--- config.mk ---
export PLATFORM = sky130hd
export DESIGN_NAME = cond_logic_unit
export DESIGN_NICKNAME = d
export VERILOG_FILES = /design/src/rtl/cond_pkg.sv /design/src/rtl/cond_check.sv /design/src/rtl/cond_logic_unit.sv
export SDC_FILE = /design/constraint.sdc
export NUM_CORES = 1
export LEC_CHECK = 0
export BUFFER_PORTS_ARGS = -buffer_cell sky130_fd_sc_hd__buf_2
export CAP_MARGIN = 10
export CORE_AREA = 2 2 51 53
export DETAILED_ROUTE_END_ITERATION = 6
export DIE_AREA = 0 0 53 55
export PLACE_DENSITY_LB_ADDON = 0.2
export SLEW_MARGIN = 10
export SYNTH_ARGS = -nofsm -noshare
export SYNTH_HDL_FRONTEND = slang
export SYNTH_HIERARCHICAL = 1
export SYNTH_SLANG_ARGS = --single-unit
--- constraint.sdc ---
create_clock -name clk -period 5.9 [get_ports clk]
set_clock_uncertainty 0.2 [all_clocks]
set_input_delay 1.18 -clock clk [delete_from_list [all_inputs] [get_ports clk]]
set_output_delay 1.18 -clock clk [all_outputs]
set_load 0.02 [all_outputs]
--- src/rtl/cond_pkg.sv ---
// cond_pkg: shared definitions for the conditional-execution stage.
//   cond_e     : the 16 instruction condition codes (Cond[31:28]).
//   FLG_*      : bit positions of V, C, N, Z inside the 4-bit flag vector.
//   FLAGW_*    : bit positions of the two independent flag-write requests.
package cond_pkg;

  typedef enum logic [3:0] {
    CondEq = 4'b0000,
    CondNe = 4'b0001,
    CondCs = 4'b0010,
    CondCc = 4'b0011,
    CondMi = 4'b0100,
    CondPl = 4'b0101,
    CondVs = 4'b0110,
    CondVc = 4'b0111,
    CondHi = 4'b1000,
    CondLs = 4'b1001,
    CondGe = 4'b1010,
    CondLt = 4'b1011,
    CondGt = 4'b1100,
    CondLe = 4'b1101,
    CondAl = 4'b1110,
    CondNv = 4'b1111
  } cond_e;

  localparam int unsigned FLG_V = 3;
  localparam int unsigned FLG_C = 2;
  localparam int unsigned FLG_N = 1;
  localparam int unsigned FLG_Z = 0;

  localparam int unsigned FLAGW_NZ = 1;
  localparam int unsigned FLAGW_CV = 0;

endpackage

--- src/rtl/cond_check.sv ---
// cond_check: purely combinational condition evaluator.
// Ports:
//   Cond   in  4  instruction condition field
//   Flags  in  4  stored flags, [3]=V [2]=C [1]=N [0]=Z
//   CondEx out 1  condition passed
module cond_check
  import cond_pkg::*;
(
  input  logic [3:0] Cond,
  input  logic [3:0] Flags,
  output logic       CondEx
);

  logic flg_n, flg_z, flg_c, flg_v;
  logic ge;

  assign flg_n = Flags[FLG_N];
  assign flg_z = Flags[FLG_Z];
  assign flg_c = Flags[FLG_C];
  assign flg_v = Flags[FLG_V];
  assign ge    = (flg_n == flg_v);

  always_comb begin
    CondEx = 1'b1;
    unique case (cond_e'(Cond))
      CondEq: CondEx = flg_z;
      CondNe: CondEx = ~flg_z;
      CondCs: CondEx = flg_c;
      CondCc: CondEx = ~flg_c;
      CondMi: CondEx = flg_n;
      CondPl: CondEx = ~flg_n;
      CondVs: CondEx = flg_v;
      CondVc: CondEx = ~flg_v;
      CondHi: CondEx = flg_c & ~flg_z;
      CondLs: CondEx = ~flg_c | flg_z;
      CondGe: CondEx = ge;
      CondLt: CondEx = ~ge;
      CondGt: CondEx = ~flg_z & ge;
      CondLe: CondEx = flg_z | ~ge;
      CondAl: CondEx = 1'b1;
      // The never-code is executed unconditionally, same as AL.
      CondNv: CondEx = 1'b1;
      default: CondEx = 1'b1;
    endcase
  end

endmodule

--- src/rtl/cond_logic_unit.sv ---
// cond_logic_unit: conditional-execution stage after the ALU.
// Holds the NZCV flag register, evaluates the condition field against the
// stored flags and gates the decoder strobes.
// Optional feature macro: COND_PERF_CNT_EN (enables exec/squash counters;
// when undefined the counters read 0 and perf_clr is ignored).
// Ports:
//   clk, rst_n (synchronous, active-low)
//   instr_valid, Cond[3:0], ALUFlags[3:0], FlagW[1:0], PCS, RegW, MemW,
//   NoWrite, perf_clr                                          -- inputs
//   CondEx, PCSrc, RegWrite, MemWrite, Flags[3:0],
//   exec_cnt[CNT_W-1:0], squash_cnt[CNT_W-1:0]                -- outputs
module cond_logic_unit
  import cond_pkg::*;
#(
  parameter int unsigned CNT_W = 32
) (
  input  logic             clk,
  input  logic             rst_n,
  input  logic             instr_valid,
  input  logic [3:0]       Cond,
  input  logic [3:0]       ALUFlags,
  input  logic [1:0]       FlagW,
  input  logic             PCS,
  input  logic             RegW,
  input  logic             MemW,
  input  logic             NoWrite,
  input  logic             perf_clr,
  output logic             CondEx,
  output logic             PCSrc,
  output logic             RegWrite,
  output logic             MemWrite,
  output logic [3:0]       Flags,
  output logic [CNT_W-1:0] exec_cnt,
  output logic [CNT_W-1:0] squash_cnt
);

  logic [3:0] flags_q;
  logic       fire;
  logic       nz_we;
  logic       cv_we;

  // Evaluation always uses the registered flags, never same-cycle ALUFlags.
  cond_check u_cond_check (
    .Cond   (Cond),
    .Flags  (flags_q),
    .CondEx (CondEx)
  );

  assign fire     = CondEx & instr_valid;
  assign PCSrc    = PCS & fire;
  assign RegWrite = RegW & ~NoWrite & fire;
  assign MemWrite = MemW & fire;
  assign Flags    = flags_q;

  assign nz_we = FlagW[FLAGW_NZ] & fire;
  assign cv_we = FlagW[FLAGW_CV] & fire;

  always_ff @(posedge clk) begin
    if (!rst_n) begin
      flags_q <= 4'b0000;
    end else begin
      if (nz_we) begin
        flags_q[FLG_N] <= ALUFlags[FLG_N];
        flags_q[FLG_Z] <= ALUFlags[FLG_Z];
      end
      if (cv_we) begin
        flags_q[FLG_C] <= ALUFlags[FLG_C];
        flags_q[FLG_V] <= ALUFlags[FLG_V];
      end
    end
  end

`ifdef COND_PERF_CNT_EN
  localparam logic [CNT_W-1:0] CntMax = '1;

  logic [CNT_W-1:0] exec_q;
  logic [CNT_W-1:0] squash_q;

  // Each valid instruction bumps exactly one counter; both saturate.
  always_ff @(posedge clk) begin
    if (!rst_n || perf_clr) begin
      exec_q   <= '0;
      squash_q <= '0;
    end else if (instr_valid) begin
      if (CondEx) begin
        if (exec_q != CntMax) exec_q <= exec_q + CNT_W'(1);
      end else begin
        if (squash_q != CntMax) squash_q <= squash_q + CNT_W'(1);
      end
    end
  end

  assign exec_cnt   = exec_q;
  assign squash_cnt = squash_q;
`else
  logic unused_perf_clr;
  assign unused_perf_clr = perf_clr;
  assign exec_cnt        = '0;
  assign squash_cnt      = '0;
`endif

endmodule

==> run_results.csv, run 1 <==
group,metric,value,unit
job,maxCapViolations,0,
worst_hold_path,min_path_type,"flip-flop to flip-flop",
power_and_ir_drop,power,0.1314,mW
clock_tree,postCtsSetupBuffers,0,
global_route,grt_max_degree,11,
floorplanning,start_util,0.3693,
placed_design,portBuffers,24,
synthesis,synthArstFlopShare,0,
finish,antenna_cells,0,
detailed_routing,routed_wl,1265,um
synthesis,synth-edff-count,0,
critical_path,endpoint_kind,"output port",
finish,syn2layout_area_growth,-10.03,%
synthesis,synth_top_area_frac,0.5587,
clock_tree,cts_buffer_depth,2,
finish,fill_cells,267,
global_route,antenna_found_initial,0,
floorplanning,die_w,53,um
clock_tree,clk_latency,0.23,ns
clock_tree,clk_pin_slew_worst_paths,0.04,ns
synthesis,syn_area_per_cell,7.529,um2
placed_design,placed_cell_area,763.2,um2
power_and_ir_drop,irDropWorstVdd,0.00007739,V
floorplanning,num_rows,18,
placed_design,hpwl,1127,um
timing,fin_worst_hold_slack,0.3257,ns
synthesis,synth_cells,116,
detailed_routing,dr.pass1.iters,2,
critical_path,cp-start-kind,"primary input",
global_route,grt_pass1_vias,490,
power_and_ir_drop,power.density,167.2,nW/um2
timing,fin_crit_sh,0.6878,
detailed_routing,ant_nets,0,
timing,setup_viol,0,
timing,rsz0062_at_grt,"no",
synthesis,synth_seq_cells,4,
finish,nNetsFinal,159,
timing,tns,0,ns
synthesis,synth-seq-area-share,0.09169,
timing,fmax,246.4,MHz
synthesis,synth_area,873.3,um2
run_status,status,"finished clean",
clock_tree,h-tree-depth,1,
synthesis,yosysTopAreaCell,"buf_4",
timing,final_max_slew_viol_count,0,
synthesis,dominantRegCellSynth,"dfxtp_1",
clock_tree,cts_tree,"yes",
synthesis,ys_types,27,
floorplanning,core,2365,um2
critical_path,worstPathRequired,4.52,ns
placed_design,place.gp.congestion,0.6400,
finish,layout-drive-gt1-share,0.2158,
power_and_ir_drop,total_leakage_power,0.5000,nW
clock_tree,clockRootBuffer,"clkbuf_4",
global_route,overflow,0,
clock_tree,cts.sinks,4,
floorplanning,ios,90,
finish,fin_area,785.8,um2
timing,hold_viol,0,
global_route,grtUsageTotal,0.09003,
critical_path,worstSetupPathType,"primary input to output port",
timing,layout_min_cycle_time,4.058,ns
detailed_routing,vias_per_cell,3.615,
critical_path,crit_arrival,2.68,ns
finish,largest_reg_flops,4,
critical_path,path_max_fanout,6,
floorplanning,dieArea,2915,um2
clock_tree,cts_resized,0,
detailed_routing,routedWlPerCell,7.485,um
synthesis,ys_top_cells_by_area,"buf_4, dfxtp_1, mux2i_1",
floorplanning,die_h,55,um
clock_tree,cts_made_buffers,3,
global_route,grt_pass1_wl,1918,um
clock_tree,cts_hold_buf,0,
finish,final_util,0.3323,
detailed_routing,num_vias,611,
detailed_routing,drc,0,
detailed_routing,drt_iter0_drc,2,
synthesis,yosys_warnings,6,
[cells in the mapped netlist, drive strengths merged, types with 2 or more instances]
master / count
buf: 66
nand2: 10
dfxtp: 4
mux2i: 4
a21oi: 3
and3: 3
xnor2: 3
a22oi: 2
and3b: 2
nand3: 2
nor2: 2
nor2b: 2
o21ai: 2
[routing by layer]
metal | track usage | up-vias | part of all wire
li1 | - | 295 | -
met1 | 0.08374 | 264 | 0.33
met2 | 0.1833 | 52 | 0.54
met3 | 0.02419 | 0 | 0.13
met4 | 0.03846 | 0 | 0
met5 | 0 | - | 0
[path summary, 6_finish.rpt]
kind         slack, ns  endpoint  depth (start not counted)     start
max               1.84  RegWrite                          8   Cond[0]
min               0.33  Flags[2]                          2  Flags[2]
max reg2reg       3.93  Flags[3]                          7  Flags[3]
min reg2reg       0.33  Flags[2]                          2  Flags[2]
[worst max-delay path, stage by stage]
cell and delay [ns]:
buf_2 0.14, xor2_1 0.17, or4_1 0.39, nand2_1 0.08, a22oi_1 0.06, o21ai_1 0.24
and4b_1 0.24, buf_2 0.16
[placed cells by master, fill, tap and decap left out]
cell type / netlist / routed
conb_1: 1 / 64
buf_2: 0 / 24
nand2_1: 10 / 10
dfxtp_1: 4 / 4
mux2i_1: 4 / 4
and3_1: 3 / 3
clkbuf_4: 0 / 3
a21oi_1: 3 / 3
xnor2_1: 3 / 3
nand3_1: 2 / 2
nor2_1: 2 / 2
nor2b_1: 2 / 2
and3b_1: 2 / 2
and4b_1: 1 / 1
inv_2: 1 / 1
o22ai_1: 1 / 1
nand2b_1: 1 / 1
a221o_2: 1 / 1
a311oi_1: 1 / 1
a22oi_2: 1 / 1
and2b_1: 1 / 1
xor2_1: 1 / 1
o21ai_0: 1 / 1
or4_1: 1 / 1
a22oi_1: 1 / 1
o21ai_1: 1 / 1
[logic make-up after synthesis]
family / after synthesis / synth area share
AO/OA/AOI/OAI: 10 / 0.08165
XOR/XNOR: 4 / 0.04012
buffers and inverters: 68 / 0.5817
flip-flops: 4 / 0.09169
multiplexers: 4 / 0.04585
other: 1 / 0.004294
AND/OR/NAND/NOR: 25 / 0.1548
[area by class of cell]
type | instances | area [um2] | area share
inverter | 1 | 3.754 | 0.004777
clock buffer | 3 | 22.52 | 0.02866
timing repair buffer | 24 | 120.1 | 0.1529
tap | 30 | 37.54 | 0.04777
multi-input combinational | 107 | 521.8 | 0.6640
sequential | 4 | 80.08 | 0.1019
[report_power, final]
| group | internal (mW) | switching, mW | total (mW) |
|---|---|---|---|
| clock network | 0.0227 | 0.0103 | 0.0330 |
| registers | 0.0285 | 0.00203 | 0.0305 |
| logic | 0.0145 | 0.0534 | 0.0679 |
[per-stage QoR]
stage	std cells	setup slack, ns
2_1_floorplan	179	1.847
3_3_place_gp	166	1.860
3_5_place_dp	166	1.862
4_1_cts	169	1.856
5_1_grt	169	1.755
6_report	169	1.842
(Power assumes the default switching activity.)
==> inputs of run 2 (changes only) <==
- CORE_AREA: 2 2 51 53 -> 2 2 56 58
- DIE_AREA: 0 0 53 55 -> 0 0 58 60
- clock period: 5.9 -> 3.5 ns (I/O delays scaled with it)
==> run 2 against run 1 <==
Sequential power rose by 68%. Clock power up 76%. Global-route usage shrank 1.9 points. Count of clock-buffer cells in the layout is the same. Highest routed layer is now met4. Cell area increased by 0.48%. Sequential share of layout area about the same.
==> run_results.csv, run 2 (synthesized netlist as in run 1, its figures left out) <==
group,metric,value,unit
run_status,status,"finished clean",
timing,final_max_slew_viol_count,0,
floorplanning,die_w,58,um
power_and_ir_drop,combPwrFrac,0.513,
timing,rsz0062_at_grt,"no",
clock_tree,cts_buffer_depth,2,
placed_design,place_inst,169,
detailed_routing,dr.pass1.iters,4,
finish,final_common_cell,"conb_1",
critical_path,crit_arrival,2.17,ns
power_and_ir_drop,power.density,283.9,nW/um2
global_route,grt_pass1_vias,462,
clock_tree,clk_pin_slew_worst_paths,0.04,ns
clock_tree,cts_resized,0,
clock_tree,cts_hold_buf,0,
timing,fin_crit_sh,0.8776,
critical_path,worstPathRequired,2.60,ns
floorplanning,dieArea,3480,um2
timing,fin_worst_hold_slack,0.3207,ns
critical_path,cp-start-kind,"primary input",
detailed_routing,ant_nets,0,
floorplanning,ios,90,
critical_path,rr_startpoint,"Flags[3]",
global_route,antenna_found_initial,0,
power_and_ir_drop,total_leakage_power,0.5000,nW
critical_path,path_max_fanout,6,
finish,layout-drive-gt1-share,0.2158,
finish,nNetsFinal,159,
finish,largest_reg_flops,4,
worst_hold_path,hold_path_startpoint,"Flags[3]",
clock_tree,cts_made_buffers,3,
finish,final_cell_count_no_fill,172,
floorplanning,die_h,60,um
detailed_routing,routed_wl,1367,um
power_and_ir_drop,pwr-share-seq,0.229,
clock_tree,clockRootBuffer,"clkbuf_4",
finish,mostFrequentLayoutCells,"conb_1, buf_2, nand2_1",
power_and_ir_drop,intPower,0.1109,mW
clock_tree,cts_tree,"yes",
critical_path,ff2ff_path_depth,7,
timing,layout_min_cycle_time,3.072,ns
timing,tns,0,ns
critical_path,worstSetupPathType,"primary input to output port",
detailed_routing,drc,0,
global_route,grt_max_degree,11,
critical_path,r2r_end,"Flags[1]",
floorplanning,num_rows,20,
critical_path,cp-startpoint,"Cond[3]",
global_route,overflow,0,
placed_design,hpwl,1176,um
worst_hold_path,holdPathStages,2,
clock_tree,h-tree-depth,1,
placed_design,portBuffers,24,
critical_path,endpoint_kind,"output port",
detailed_routing,drt_iter0_drc,5,
global_route,grt_pass1_wl,1863,um
detailed_routing,routedWlPerCell,7.948,um
job,maxCapViolations,0,
power_and_ir_drop,switching_power,0.1133,mW
critical_path,regToRegSetupSlack,1.55,ns
worst_hold_path,min_path_type,"flip-flop to flip-flop",
power_and_ir_drop,sw_frac_of_total,0.5054,
power_and_ir_drop,pwr-share-clk,0.259,
floorplanning,start_util,0.3009,
placed_design,place.gp.congestion,0.6717,
clock_tree,cts.sinks,4,
global_route,grtUsageTotal,0.07136,
timing,hold_viol,0,
timing,fmax,325.6,MHz
timing,setup_viol,0,
finish,multiInputGateArea,521.8,um2
power_and_ir_drop,irDropWorstVdd,0.0001019,V
worst_hold_path,min_to,"Flags[3]",
finish,seq_area,80.08,um2
finish,syn2layout_area_growth,-9.599,%
detailed_routing,vias_per_cell,3.616,
finish,fill_cells,335,
detailed_routing,num_vias,622,
clock_tree,postCtsSetupBuffers,0,
clock_tree,clk_latency,0.24,ns
floorplanning,core,2903,um2
finish,antenna_cells,0,
run 2: cell counts in the layout (fill, tap and decap cells not counted):
Identical to the previous run, type by type.
run 2: critical path, cell delays in order:
cell and delay, ns:
buf_2 0.14, inv_2 0.07, or4_1 0.49, nand2_1 0.08, a22oi_1 0.05, o21ai_1 0.23
and4b_1 0.24, buf_2 0.16
run 2: metrics by stage:
step | total power [mW] | util | instance area (um2) | setup WS, ns
2_1_floorplan | 0.2020 | - | 1110 | 0.4071
3_3_place_gp | 0.1647 | 0.2642 | 767.0 | 0.4299
3_5_place_dp | 0.1659 | 0.2642 | 767.0 | 0.4215
4_1_cts | 0.2254 | 0.2720 | 789.5 | 0.4218
5_1_grt | 0.2380 | 0.2720 | 789.5 | 0.2617
6_report | 0.2241 | 0.2720 | 789.5 | 0.4284
run 2: power groups by stage:
stage	sequential [mW]	combinational, mW	clock [mW]
after detailed placement	0.0520	0.114	0
after CTS	0.0513	0.114	0.0601
after floorplan	0.0538	0.148	0
after global placement	0.0521	0.113	0
final	0.0512	0.115	0.0580
after global routing	0.0517	0.125	0.0612
run 2: area by class of cell:
| type | instances | share of cell area |
|---|---|---|
| Inverter | 1 | 0.004754 |
| Sequential cell | 4 | 0.1014 |
| Tap cell | 33 | 0.05230 |
| Clock buffer | 3 | 0.02853 |
| Timing Repair Buffer | 24 | 0.1521 |
| Multi-Input combinational cell | 107 | 0.6609 |
run 2: metal layers:
layer | vias up | wire length [um] | share of wire | global-route usage
li1 | 296 | - | - | -
met1 | 264 | 524 | 0.38 | 0.07383
met2 | 57 | 592 | 0.43 | 0.1169
met3 | 5 | 211 | 0.15 | 0.02381
met4 | 0 | 40 | 0.029 | 0.05980
met5 | - | 0 | 0 | 0
run 2: worst max path at each step:
stage | to | slack, ns | cells past startpoint
global route | RegWrite | 0.26 | 8
CTS | RegWrite | 0.42 | 8
detailed placement | RegWrite | 0.42 | 8
finish | RegWrite | 0.43 | 8
floorplan | RegWrite | 0.41 | 7
global placement | RegWrite | 0.43 | 8
